===== src/rtl/decode_stage_skid_register.sv =====
// ---------------------------------------------------------------------------
// decode_stage_skid_register
//
// Decode/execute pipeline register with a valid/ready handshake. A 2-entry
// skid buffer (main + skid) lets IN_READY depend on the state register only,
// so OUT_READY never reaches IN_READY combinationally. FLUSH discards all held
// entries and can optionally zero the payload. STALL_COUNT is a saturating
// count of back-pressured cycles for performance monitoring.
//
// Ports:
//   CLK          clock, all state updates on the rising edge
//   RST          synchronous active-high reset
//   FLUSH        discard all held entries (mispredict / trap)
//   IN_VALID     upstream decode offers IN_DATA
//   IN_READY     block can accept a payload this cycle (state-only decode)
//   IN_DATA      payload from decode
//   OUT_VALID    OUT_DATA holds a valid payload
//   OUT_READY    execute consumes OUT_DATA this cycle
//   OUT_DATA     payload to execute, straight from the main register
//   OCCUPANCY    number of held entries, 0..2
//   STALL_COUNT  saturating count of OUT_VALID & !OUT_READY & !FLUSH cycles
// ---------------------------------------------------------------------------
module decode_stage_skid_register #(
  parameter int unsigned DATA_WIDTH         = 160,
  parameter bit          FLUSH_ZERO_PAYLOAD = 1'b1,
  parameter int unsigned COUNT_WIDTH        = 16
) (
  input  logic                   CLK,
  input  logic                   RST,
  input  logic                   FLUSH,
  input  logic                   IN_VALID,
  output logic                   IN_READY,
  input  logic [DATA_WIDTH-1:0]  IN_DATA,
  output logic                   OUT_VALID,
  input  logic                   OUT_READY,
  output logic [DATA_WIDTH-1:0]  OUT_DATA,
  output logic [1:0]             OCCUPANCY,
  output logic [COUNT_WIDTH-1:0] STALL_COUNT
);

  // Encoding equals the entry count, so OCCUPANCY is the state register
  // itself and IN_READY is the inverse of a single state bit.
  typedef enum logic [1:0] {
    EMPTY = 2'b00,
    ONE   = 2'b01,
    FULL  = 2'b10
  } state_t;

  state_t                 state_q;
  state_t                 state_d;
  logic [DATA_WIDTH-1:0]  main_q;
  logic [DATA_WIDTH-1:0]  skid_q;
  logic [COUNT_WIDTH-1:0] stall_q;

  logic in_fire;
  logic out_fire;
  logic load_main_in;
  logic load_main_skid;
  logic load_skid;
  logic zero_payload;

  assign OUT_VALID   = (state_q != EMPTY);
  assign IN_READY    = ~state_q[1];
  assign OCCUPANCY   = state_q;
  assign OUT_DATA    = main_q;
  assign STALL_COUNT = stall_q;

  assign in_fire  = IN_VALID & IN_READY;
  assign out_fire = OUT_VALID & OUT_READY;

  always_ff @(posedge CLK) begin
    if (RST) begin
      state_q <= EMPTY;
    end else begin
      state_q <= state_d;
    end
  end

  always_comb begin
    state_d        = state_q;
    load_main_in   = 1'b0;
    load_main_skid = 1'b0;
    load_skid      = 1'b0;
    zero_payload   = 1'b0;
    if (FLUSH) begin
      state_d      = EMPTY;
      zero_payload = FLUSH_ZERO_PAYLOAD;
    end else begin
      unique case (state_q)
        EMPTY: begin
          if (in_fire) begin
            state_d      = ONE;
            load_main_in = 1'b1;
          end
        end
        ONE: begin
          if (in_fire && out_fire) begin
            load_main_in = 1'b1;
          end else if (in_fire) begin
            state_d   = FULL;
            load_skid = 1'b1;
          end else if (out_fire) begin
            state_d = EMPTY;
          end
        end
        FULL: begin
          if (out_fire) begin
            state_d        = ONE;
            load_main_skid = 1'b1;
          end
        end
        default: state_d = EMPTY;
      endcase
    end
  end

  always_ff @(posedge CLK) begin
    if (RST || zero_payload) begin
      main_q <= '0;
      skid_q <= '0;
    end else begin
      if (load_main_in) begin
        main_q <= IN_DATA;
      end else if (load_main_skid) begin
        main_q <= skid_q;
      end
      if (load_skid) begin
        skid_q <= IN_DATA;
      end
    end
  end

  always_ff @(posedge CLK) begin
    if (RST) begin
      stall_q <= '0;
    end else if (OUT_VALID && !OUT_READY && !FLUSH && (stall_q != '1)) begin
      stall_q <= stall_q + 1'b1;
    end
  end

endmodule


===== config.mk =====
export PLATFORM = sky130hd
export DESIGN_NAME = decode_stage_skid_register
export DESIGN_NICKNAME = d
export VERILOG_FILES = /design/src/rtl/decode_stage_skid_register.sv
export SDC_FILE = /design/constraint.sdc
export NUM_CORES = 1
export LEC_CHECK = 0
export ABC_CLOCK_PERIOD_IN_PS = 1900
export CAP_MARGIN = 40
export CORE_MARGIN = 3
export CORE_UTILIZATION = 43
export DETAILED_ROUTE_END_ITERATION = 10
export GPL_TIMING_DRIVEN = 0
export PLACE_DENSITY = 0.76
export SLEW_MARGIN = 25
export SYNTH_ARGS = -nofsm -noshare
export SYNTH_HDL_FRONTEND = slang
export SYNTH_SLANG_ARGS = --single-unit

===== constraint.sdc =====
create_clock -name CLK -period 1.9 [get_ports CLK]
set_input_delay 0.38 -clock CLK [delete_from_list [all_inputs] [get_ports CLK]]
set_output_delay 0.38 -clock CLK [all_outputs]
set_load 0.01 [all_outputs]

==> metrics.txt, run 1 <==
pwr dens between 800 and 900 mW/mm2; worst setup margin between 0.03 and 0.04 ns; root cell of the clock tree clkbuf_16; post-route cell area roughly 0.018 mm2; Max clock buf depth 3; Die Y between 150 and 200 um; I/O pin count between 300 and 400; crit path capture type flip-flop; WL final 41400 um; Yosys top cell area share 0.541; Worst Hold Class input port to flip-flop; Post-synth EDFFs 0; ys flop type dfxtp_1; vias in the first global route about 12000; CTS tree yes; layout cells sized above 1 0.0906; crit-path cells ha_4, nand3_4, nor4_2, buf_2, nor3_1, mux2_2; Final setup viols 0; H-tree levels 2; worst skew pair latency approximately 0.5 ns; Yosys reg bits 338; total CTS buffers 36; Core Region 0.0282 mm2; WHS Path Cells 2; final setup TNS 0 ns; Final GP Congestion a little over 0.8; min cycle time layout 1.87 ns; sequential power share 0.464; Switching Share 0.221; Clock power frac 0.457; Crit Path Max Fanout 10; Clock Skew ~0.016 ns; hold_buf cts 0; Distinct cells, synth 39; Slew headroom 0.622; slew at the pin with the worst max-slew slack 0.568 ns; worst path bufs/invs 1; starting density of the core 0.443; hold_ws roughly 0.23 ns; reg2reg setup slack 0.03 ns; Peak VDD IR roughly 0.0006 V; Post-Syn Nets 1694; Slowest cell on crit path nor4_2; critical path arrival 2.25 ns; Max-cap violations 0; Power Total 15.6 mW; synth-to-layout area growth 43.8%; vias after detailed routing ~13000; Worst-path clk slew around 0.060 ns; crit share post-route 0.983; leakage power 5.94 nW; initial antenna violation count 3; Synth Warn # 0; Routed WL per cell 17.8 um; critical path depth 6; drc violations 0; drt initial violations ~1000; Synth area leaders dfxtp_1 (54%), nand2_1 (15%), a21oi_1 (13%); NetSw 3.44 mW; row cnt 61; largest net degree at the start of global routing 15; cell taking the most area after synthesis dfxtp_1; clock sinks about 340; Die X approximately 180 um; Peak Freq about 540 MHz; internal power about 12 mW; post-synthesis instance total 1528; data required time of the critical path approximately 2.3 ns; crit-path leading delay family simple AND/OR/NAND/NOR gates; sequential cell area fraction in the yosys report 0.541; Crit path largest cell delay about 0.44 ns; async set-reset flop share out of synthesis 0; DPL Wire Length around 30000 um; IO Port Bufs around 340; Post-DRT Antenna Nets 0; Avg Cell Area, Syn between 8 and 9 um2; RSZ-0062 raised after global routing true; reg2reg path depth 6; Mapped Area between 0.01 and 0.015 mm2; global-route wire length before repair about 64000 um; GR Util All Layers 0.252; pre-CTS setup slack -1.32 ns; DRT Pass-1 Iters 5; Final Max Slew Viols 0; outcome complete, no violations; Layout Nets between 2000 and 2500; final hold violation count 0; CP Class flip-flop to flip-flop; Placed Area 0.0165 mm2; vias per inst around 5.4; Gate power share 0.079; Die ar. approximately 0.031 mm2; crit path launch type flip-flop; grt ovf 0
-- worst paths after layout --
check                       from             end
setup / recovery  STALL_COUNT[0]  STALL_COUNT[7]
hold / removal               RST  STALL_COUNT[2]
setup reg to reg  STALL_COUNT[0]  STALL_COUNT[7]
hold reg to reg    OUT_DATA[133]   OUT_DATA[133]
-- flip-flops by register name (all words and copies together), names as in the netlist --
register     flops
OCCUPANCY        2
OUT_DATA       160
STALL_COUNT     16
skid_q         160
-- cell type report --
cell class,instances,area (um2)
Buffer,127,646
Antenna cell,2,5.00
Multi-Input combinational cell,1058,5310
Tap cell,378,473
Sequential cell,338,6800
Inverter,3,11.3
Clock buffer,48,1040
Fill cell,2372,10300
Timing Repair Buffer,357,3550
Clock inverter,11,158
-- power by group through the flow --
stage                     combinational, mW  sequential [mW]  clock (mW)
final                                  1.23             7.22        7.12
after global routing                   1.33             7.22        7.52
after CTS                              1.21             7.22        7.23
after floorplan                       0.402             7.41           0
after detailed placement               1.18             7.38           0
after global placement                 1.16             7.38           0
-- cell usage after synthesis (2+ instances only) --
cell / instances
a31oi_1: 3
nand4_1: 5
or4_1: 5
nor2b_1: 3
buf_2: 24
nor4_1: 3
inv_1: 3
buf_1: 4
nand2b_1: 2
clkbuf_1: 100
or3_1: 5
o21ba_2: 2
o31ai_1: 7
a22oi_1: 160
a211oi_1: 3
dfxtp_1: 338
nor3b_1: 2
o21ai_0: 3
nor3_1: 8
a21oi_1: 332
nor2_1: 6
nand3_1: 3
nand2_1: 491
-- per-layer routing --
metal	share of wire	up-vias	GRT usage	wire length, um
met5	0.00031	-	0	13
met2	0.48	457	0.415	19900
li1	-	6052	-	-
met4	0.036	2	0.0979	1490
met3	0.063	95	0.0490	2630
met1	0.42	5974	0.326	17300
-- metrics by stage --
step,utilization,std cells
after floorplan,-,1528
after global placement,0.581,2248
after detailed placement,0.583,2252
after CTS,0.633,2315
after global routing,0.637,2322
final,0.637,2322
-- repair_timing --
action	in CTS	in global routing
pin swaps	3	4
resized for setup	80	75
endpoints found under the setup margin	323	305
buffers inserted	4	7
gates cloned	0	0
-- kinds of logic after synthesis --
kind of cell,synth area share
multiplexers,0.000901
AO/OA/AOI/OAI,0.241
AND/OR/NAND/NOR,0.173
flip-flops,0.541
buffers and inverters,0.0426
adder cells (fa/ha/maj),0.00100
-- placed cells by master (no fill, tap or decap), drive strengths merged, types with 2 or more instances in the layout --
cell type,n
a31oi,3
clkbuf,139
or4,6
or3,5
o31ai,7
o21ba,2
nand4,5
nor3,8
nor2,7
a22oi,160
inv,3
clkinv,6
nor3b,2
a21oi,332
nand2,491
nor4,3
nand3,4
clkdlybuf4s50,333
a211oi,3
diode,2
bufinv,4
nor2b,3
or2,2
dfxtp,338
o21ai,3
dlymetal6s2s,3
nand2b,2
buf,51
dlygate4sd2,6
-- worst register-to-register path, delay by kind of cell (launching register included) --
| kind | cells | cell delay, ns |
|---|---|---|
| mux | 1 | 0.29 |
| simple gates | 3 | 0.65 |
| buf+inv | 1 | 0.30 |
| fa+ha+maj | 1 | 0.15 |
| flops | 1 | 0.37 |
Note: power is estimated with default switching activity, not from simulation.
==> run 2: changes to the inputs <==
CAP_MARGIN = 20   (was 40)
==> run 2 against run 1 <==
  * Setup slack better by 0.0016 ns
  * Maximum frequency barely moved
  * Worst hold slack improved by 0.090 ns
  * Final cell count unchanged
==> metrics.txt, run 2 (synthesized netlist as in run 1, its figures left out) <==
leakage power 5.98 nW (+0.78%); Peak Freq 536 MHz (about the same); worst setup margin 0.0332 ns (+0.00155 ns); H-tree levels 2 (unchanged); final core occ 0.639 (+0.00213); RSZ-0062 raised after global routing true; pwr dens 871 mW/mm2 (+0.61%); Placed Area 0.0164 mm2 (-0.17%); Die X 177 um (unchanged); total CTS buffers 36 (unchanged); Slew headroom 0.647 (+0.0249); WL final 41600 um (+0.42%); final hold violation count 0 (unchanged); worst skew pair latency 0.51 ns (about the same); row cnt 61 (unchanged); crit path launch type flip-flop; Fillers 2366 (-0.25%); slew at the pin with the worst max-slew slack 0.530 ns (-0.0374 ns); vias in the first global route 11900 (-0.22%); worst path bufs/invs 1 (unchanged); vias after detailed routing 12600 (+0.12%); initial antenna violation count 3 (unchanged); Slowest cell on crit path clkdlybuf4s50_1; pre-CTS setup slack -1.51 ns (-0.195 ns); I/O pin count 345 (unchanged); Final Max Slew Viols 0 (unchanged); Crit path largest cell delay 0.66 ns (+0.22 ns); final setup TNS 0 ns (unchanged); crit-path leading delay family buffers and inverters; Core Region 0.0282 mm2 (unchanged); synth-to-layout area growth 44.3%; Peak VDD IR 0.000703 V (+17%); Worst Hold Class input port to flip-flop; Layout Nets 2085 (-0.096%); Crit Path Max Fanout 2 (-8); Final GP Congestion 0.822 (unchanged); Final setup viols 0 (unchanged); Die ar. 0.0312 mm2 (unchanged); CTS tree yes; GR Util All Layers 0.252 (+0.000411); Max clock buf depth 3 (unchanged); DPL Wire Length 29400 um (-0.71%); root cell of the clock tree clkbuf_16; CP Class flip-flop to output pin; Routed WL per cell 17.9 um (+0.42%); layout cells sized above 1 0.0962 (+0.00561); IO Port Bufs 342 (unchanged); DRT Pass-1 Iters 5 (unchanged); drt initial violations 985 (-3.4%); largest net degree at the start of global routing 14 (-1); starting density of the core 0.443 (unchanged); Post-DRT Antenna Nets 0 (unchanged); data required time of the critical path 1.52 ns (-0.76 ns); most frequent cells in the layout nand2_1 (490), clkdlybuf4s50_1 (333), a21oi_1 (330), dfxtp_1 (326), a22oi_1 (160); min cycle time layout 1.87 ns (-0.00155 ns); hold_buf cts 0 (unchanged); Worst-path clk slew 0.06 ns (about the same); global-route wire length before repair 63600 um (about the same); post-route cell area 0.0180 mm2 (+0.33%); Die Y 177 um (unchanged); crit path capture type output pin; crit-path cells clkdlybuf4s50_1; outcome complete, no violations; crit share post-route 0.983 (about the same); vias per inst 5.42 (+0.12%); grt ovf 0 (unchanged); commonest non-fill, non-tap cell in the layout nand2_1; critical path arrival 1.49 ns (-0.76 ns); Clock Skew 0.0140 ns (-0.00165 ns); drc violations 0 (unchanged); clock sinks 338 (unchanged); Max-cap violations 0 (unchanged)
-- run 2: changes by cell type in the layout (fill, tap and decap cells not counted), sizes merged --
cell and delta:
clkinv -3, diode -1, buf -7, clkbuf +11
-- run 2: metrics by stage --
| step | hold WS, ns | power, mW | std cells |
|---|---|---|---|
| after floorplan | 0.437 | 7.81 | 1528 |
| after global placement | 0.441 | 8.54 | 2248 |
| after detailed placement | 0.445 | 8.56 | 2249 |
| after CTS | 0.289 | 15.8 | 2320 |
| after global routing | 0.347 | 16.2 | 2322 |
| final | 0.324 | 15.7 | 2322 |
-- run 2: final cells by class --
class                      instances  area [um2]  share of cell area
sequential                       338        6800               0.377
multi-input combinational       1058        5320               0.295
timing repair buffer             358        3550               0.197
clock buffer                      54        1090              0.0604
buffer                           124         656              0.0363
tap                              378         473              0.0262
clock inverter                     8         143             0.00791
inverter                           3        11.3            0.000624
antenna                            1        2.50            0.000139
-- run 2: timing repair --
item                       4_1_cts  5_1_grt
gates resized for setup         74      103
pin swaps                        6        6
setup endpoints to repair      338      303
buffers inserted                11        4
-- run 2: path summary, 6_finish.rpt --
path,end,depth (start not counted),slack [ns],from
worst min-delay path,STALL_COUNT[2],4,0.32,FLUSH
worst min register to register,OUT_DATA[22],2,0.45,OUT_DATA[22]
worst max register to register,STALL_COUNT[14],5,0.03,STALL_COUNT[0]
worst max-delay path,OUT_DATA[14],1,0.03,OUT_DATA[14]
-- run 2: routing by layer --
metal,track usage,up-vias,part of all wire
li1,-,6064,-
met1,0.319,5920,0.40
met2,0.426,493,0.48
met3,0.0523,114,0.073
met4,0.0903,4,0.037
met5,0,-,0.00063
-- run 2: power by group --
part | internal (mW) | switching (mW) | leakage, nW
Sequential | 7.17 | 0.0536 | 2.74
Clock | 4.49 | 2.78 | 0.605
Combinational | 0.603 | 0.624 | 2.64
Total | 12.3 | 3.46 | 5.98
==> run 3: changes to the inputs <==
CTS_CLUSTER_DIAMETER = 50   (was not set)
==> run 3 against run 2 <==
  * Combinational power barely moved
  * Clock power rose by 3.2%
  * Worst hold slack lost 0.0099 ns
  * Flip-flop and latch count unchanged
  * Sequential power hardly changed
  * Clock-buffer cell count increased by 8
  * Setup slack got worse by 0.024 ns
  * Sequential share of layout area down 0.19 points
==> metrics.txt, run 3 (synthesized netlist as in run 1, its figures left out) <==
outcome complete, no violations; crit path capture type flip-flop; commonest non-fill, non-tap cell in the layout nand2_1; DPL Wire Length 29400 um (unchanged); CP Class flip-flop to flip-flop; Final setup viols 0 (unchanged); RSZ-0062 raised after global routing true; drt initial violations 1083 (+9.9%); layout cells sized above 1 0.0971 (+0.000844); total CTS buffers 38 (+5.6%); highest routed layer met5; crit share post-route 0.995 (+0.0128); largest net degree at the start of global routing 14 (unchanged); Die Y 177 um (unchanged); vias after detailed routing 12700 (+0.48%); final setup TNS 0 ns (unchanged); final core occ 0.642 (+0.00314); GR Util All Layers 0.253 (+0.00112); synth-to-layout area growth 45.0%; root cell of the clock tree clkbuf_16; worst skew pair latency 0.51 ns (about the same); Layout Nets 2094 (+0.43%); WL final 42000 um (+1.1%); met3 routed WL 2950 um (-3.0%); Peak Freq 529 MHz (-1.3%); critical path arrival 2.29 ns (+0.80 ns); Final GP Congestion 0.822 (unchanged); starting density of the core 0.443 (unchanged); register area 0.00680 mm2 (about the same); Core Region 0.0282 mm2 (unchanged); global-route wire length before repair 63900 um (+0.41%); DRT Pass-1 Iters 5 (unchanged); Max-cap violations 0 (unchanged); Max clock buf depth 3 (unchanged); Post-DRT Antenna Nets 0 (unchanged); Slew headroom 0.635 (-0.0117); vias in the first global route 11900 (+0.034%); Clock Skew 0.0187 ns (+0.00464 ns); row cnt 61 (unchanged); hold_buf cts 0 (unchanged); Die ar. 0.0312 mm2 (unchanged); Worst Hold Class input port to flip-flop; I/O pin count 345 (unchanged); IO Port Bufs 342 (unchanged); slew at the pin with the worst max-slew slack 0.548 ns (+0.0176 ns); vias per inst 5.42 (-0.13%); metal2 WL 20600 um (+2.2%); CTS tree yes; Multi-input gate area 0.00532 mm2 (about the same); Final Max Slew Viols 0 (unchanged); min cycle time layout 1.89 ns (+0.0244 ns); H-tree levels 2 (unchanged); data required time of the critical path 2.30 ns (+0.78 ns); pwr dens 879 mW/mm2 (+0.96%); Power Total 15.9 mW (+1.5%); initial antenna violation count 3 (unchanged); clock sinks 338 (unchanged); drc violations 0 (unchanged); leakage power 6.04 nW (+1.0%); grt ovf 0 (unchanged); Fillers 2365 (-0.042%); Die X 177 um (unchanged); Crit Path Max Fanout 10 (+8); Worst-path clk slew 0.06 ns (about the same); final hold violation count 0 (unchanged); crit path launch type flip-flop; routed metal-1 wire length 17200 um (+2.1%); Peak VDD IR 0.000643 V (-8.4%); most frequent cells in the layout nand2_1 (490), clkdlybuf4s50_1 (332), a21oi_1 (330), dfxtp_1 (325), a22oi_1 (160); Routed WL per cell 18.0 um (+0.46%)
run 3: what timing repair did:
| item | in CTS | in global routing |
|---|---|---|
| endpoints found under the setup margin | 336 | 302 |
| gates resized for setup | 72 | 68 |
| setup buffers | 11 | 8 |
| cloned | 0 | 0 |
| pin swaps | 6 | 7 |
run 3: final timing paths:
path / start / cells after the start / slack [ns] / to
min: FLUSH / 4 / 0.31 / STALL_COUNT[2]
max reg2reg: STALL_COUNT[13] / 5 / 0.009 / STALL_COUNT[7]
min reg2reg: OUT_DATA[15] / 2 / 0.45 / OUT_DATA[15]
max: STALL_COUNT[13] / 5 / 0.009 / STALL_COUNT[7]
run 3: power breakdown:
group / switching (mW) / leakage [nW] / internal [mW] / total (mW)
Combinational: 0.630 / 2.66 / 0.598 / 1.23
Clock: 2.87 / 0.648 / 4.62 / 7.50
Sequential: 0.0535 / 2.74 / 7.17 / 7.22
Total: 3.55 / 6.04 / 12.4 / 15.9
run 3: worst max-delay path, stage by stage, from the launching register on:
cell and delay [ns]:
dfxtp_1 0.43, nand4_1 0.32, nor4_4 0.40, clkbuf_4 0.27, nor3_1 0.07, mux2_2 0.29
run 3: layer usage:
layer,vias up,GRT usage
li1,6084,-
met1,6009,0.323
met2,474,0.430
met3,84,0.0523
met4,4,0.0825
met5,-,0
run 3: layout make-up:
type | instances | share of cell area
timing repair buffer | 362 | 0.198
antenna | 1 | 0.000138
clock inverter | 7 | 0.00386
inverter | 3 | 0.000621
sequential | 338 | 0.375
tap | 378 | 0.0261
multi-input combinational | 1058 | 0.293
buffer | 127 | 0.0341
clock buffer | 62 | 0.0687
run 3: per-stage QoR:
step                instance area (um2)  setup slack (ns)  hold WS (ns)  instances
global route                      18100           -0.0663         0.349       2336
global placement                  16400             -1.94         0.441       2248
floorplan                         12500           -0.0362         0.437       1528
CTS                               18000          -0.00159         0.284       2329
finish                            18100           0.00885         0.314       2336
detailed placement                16400             -1.51         0.445       2249
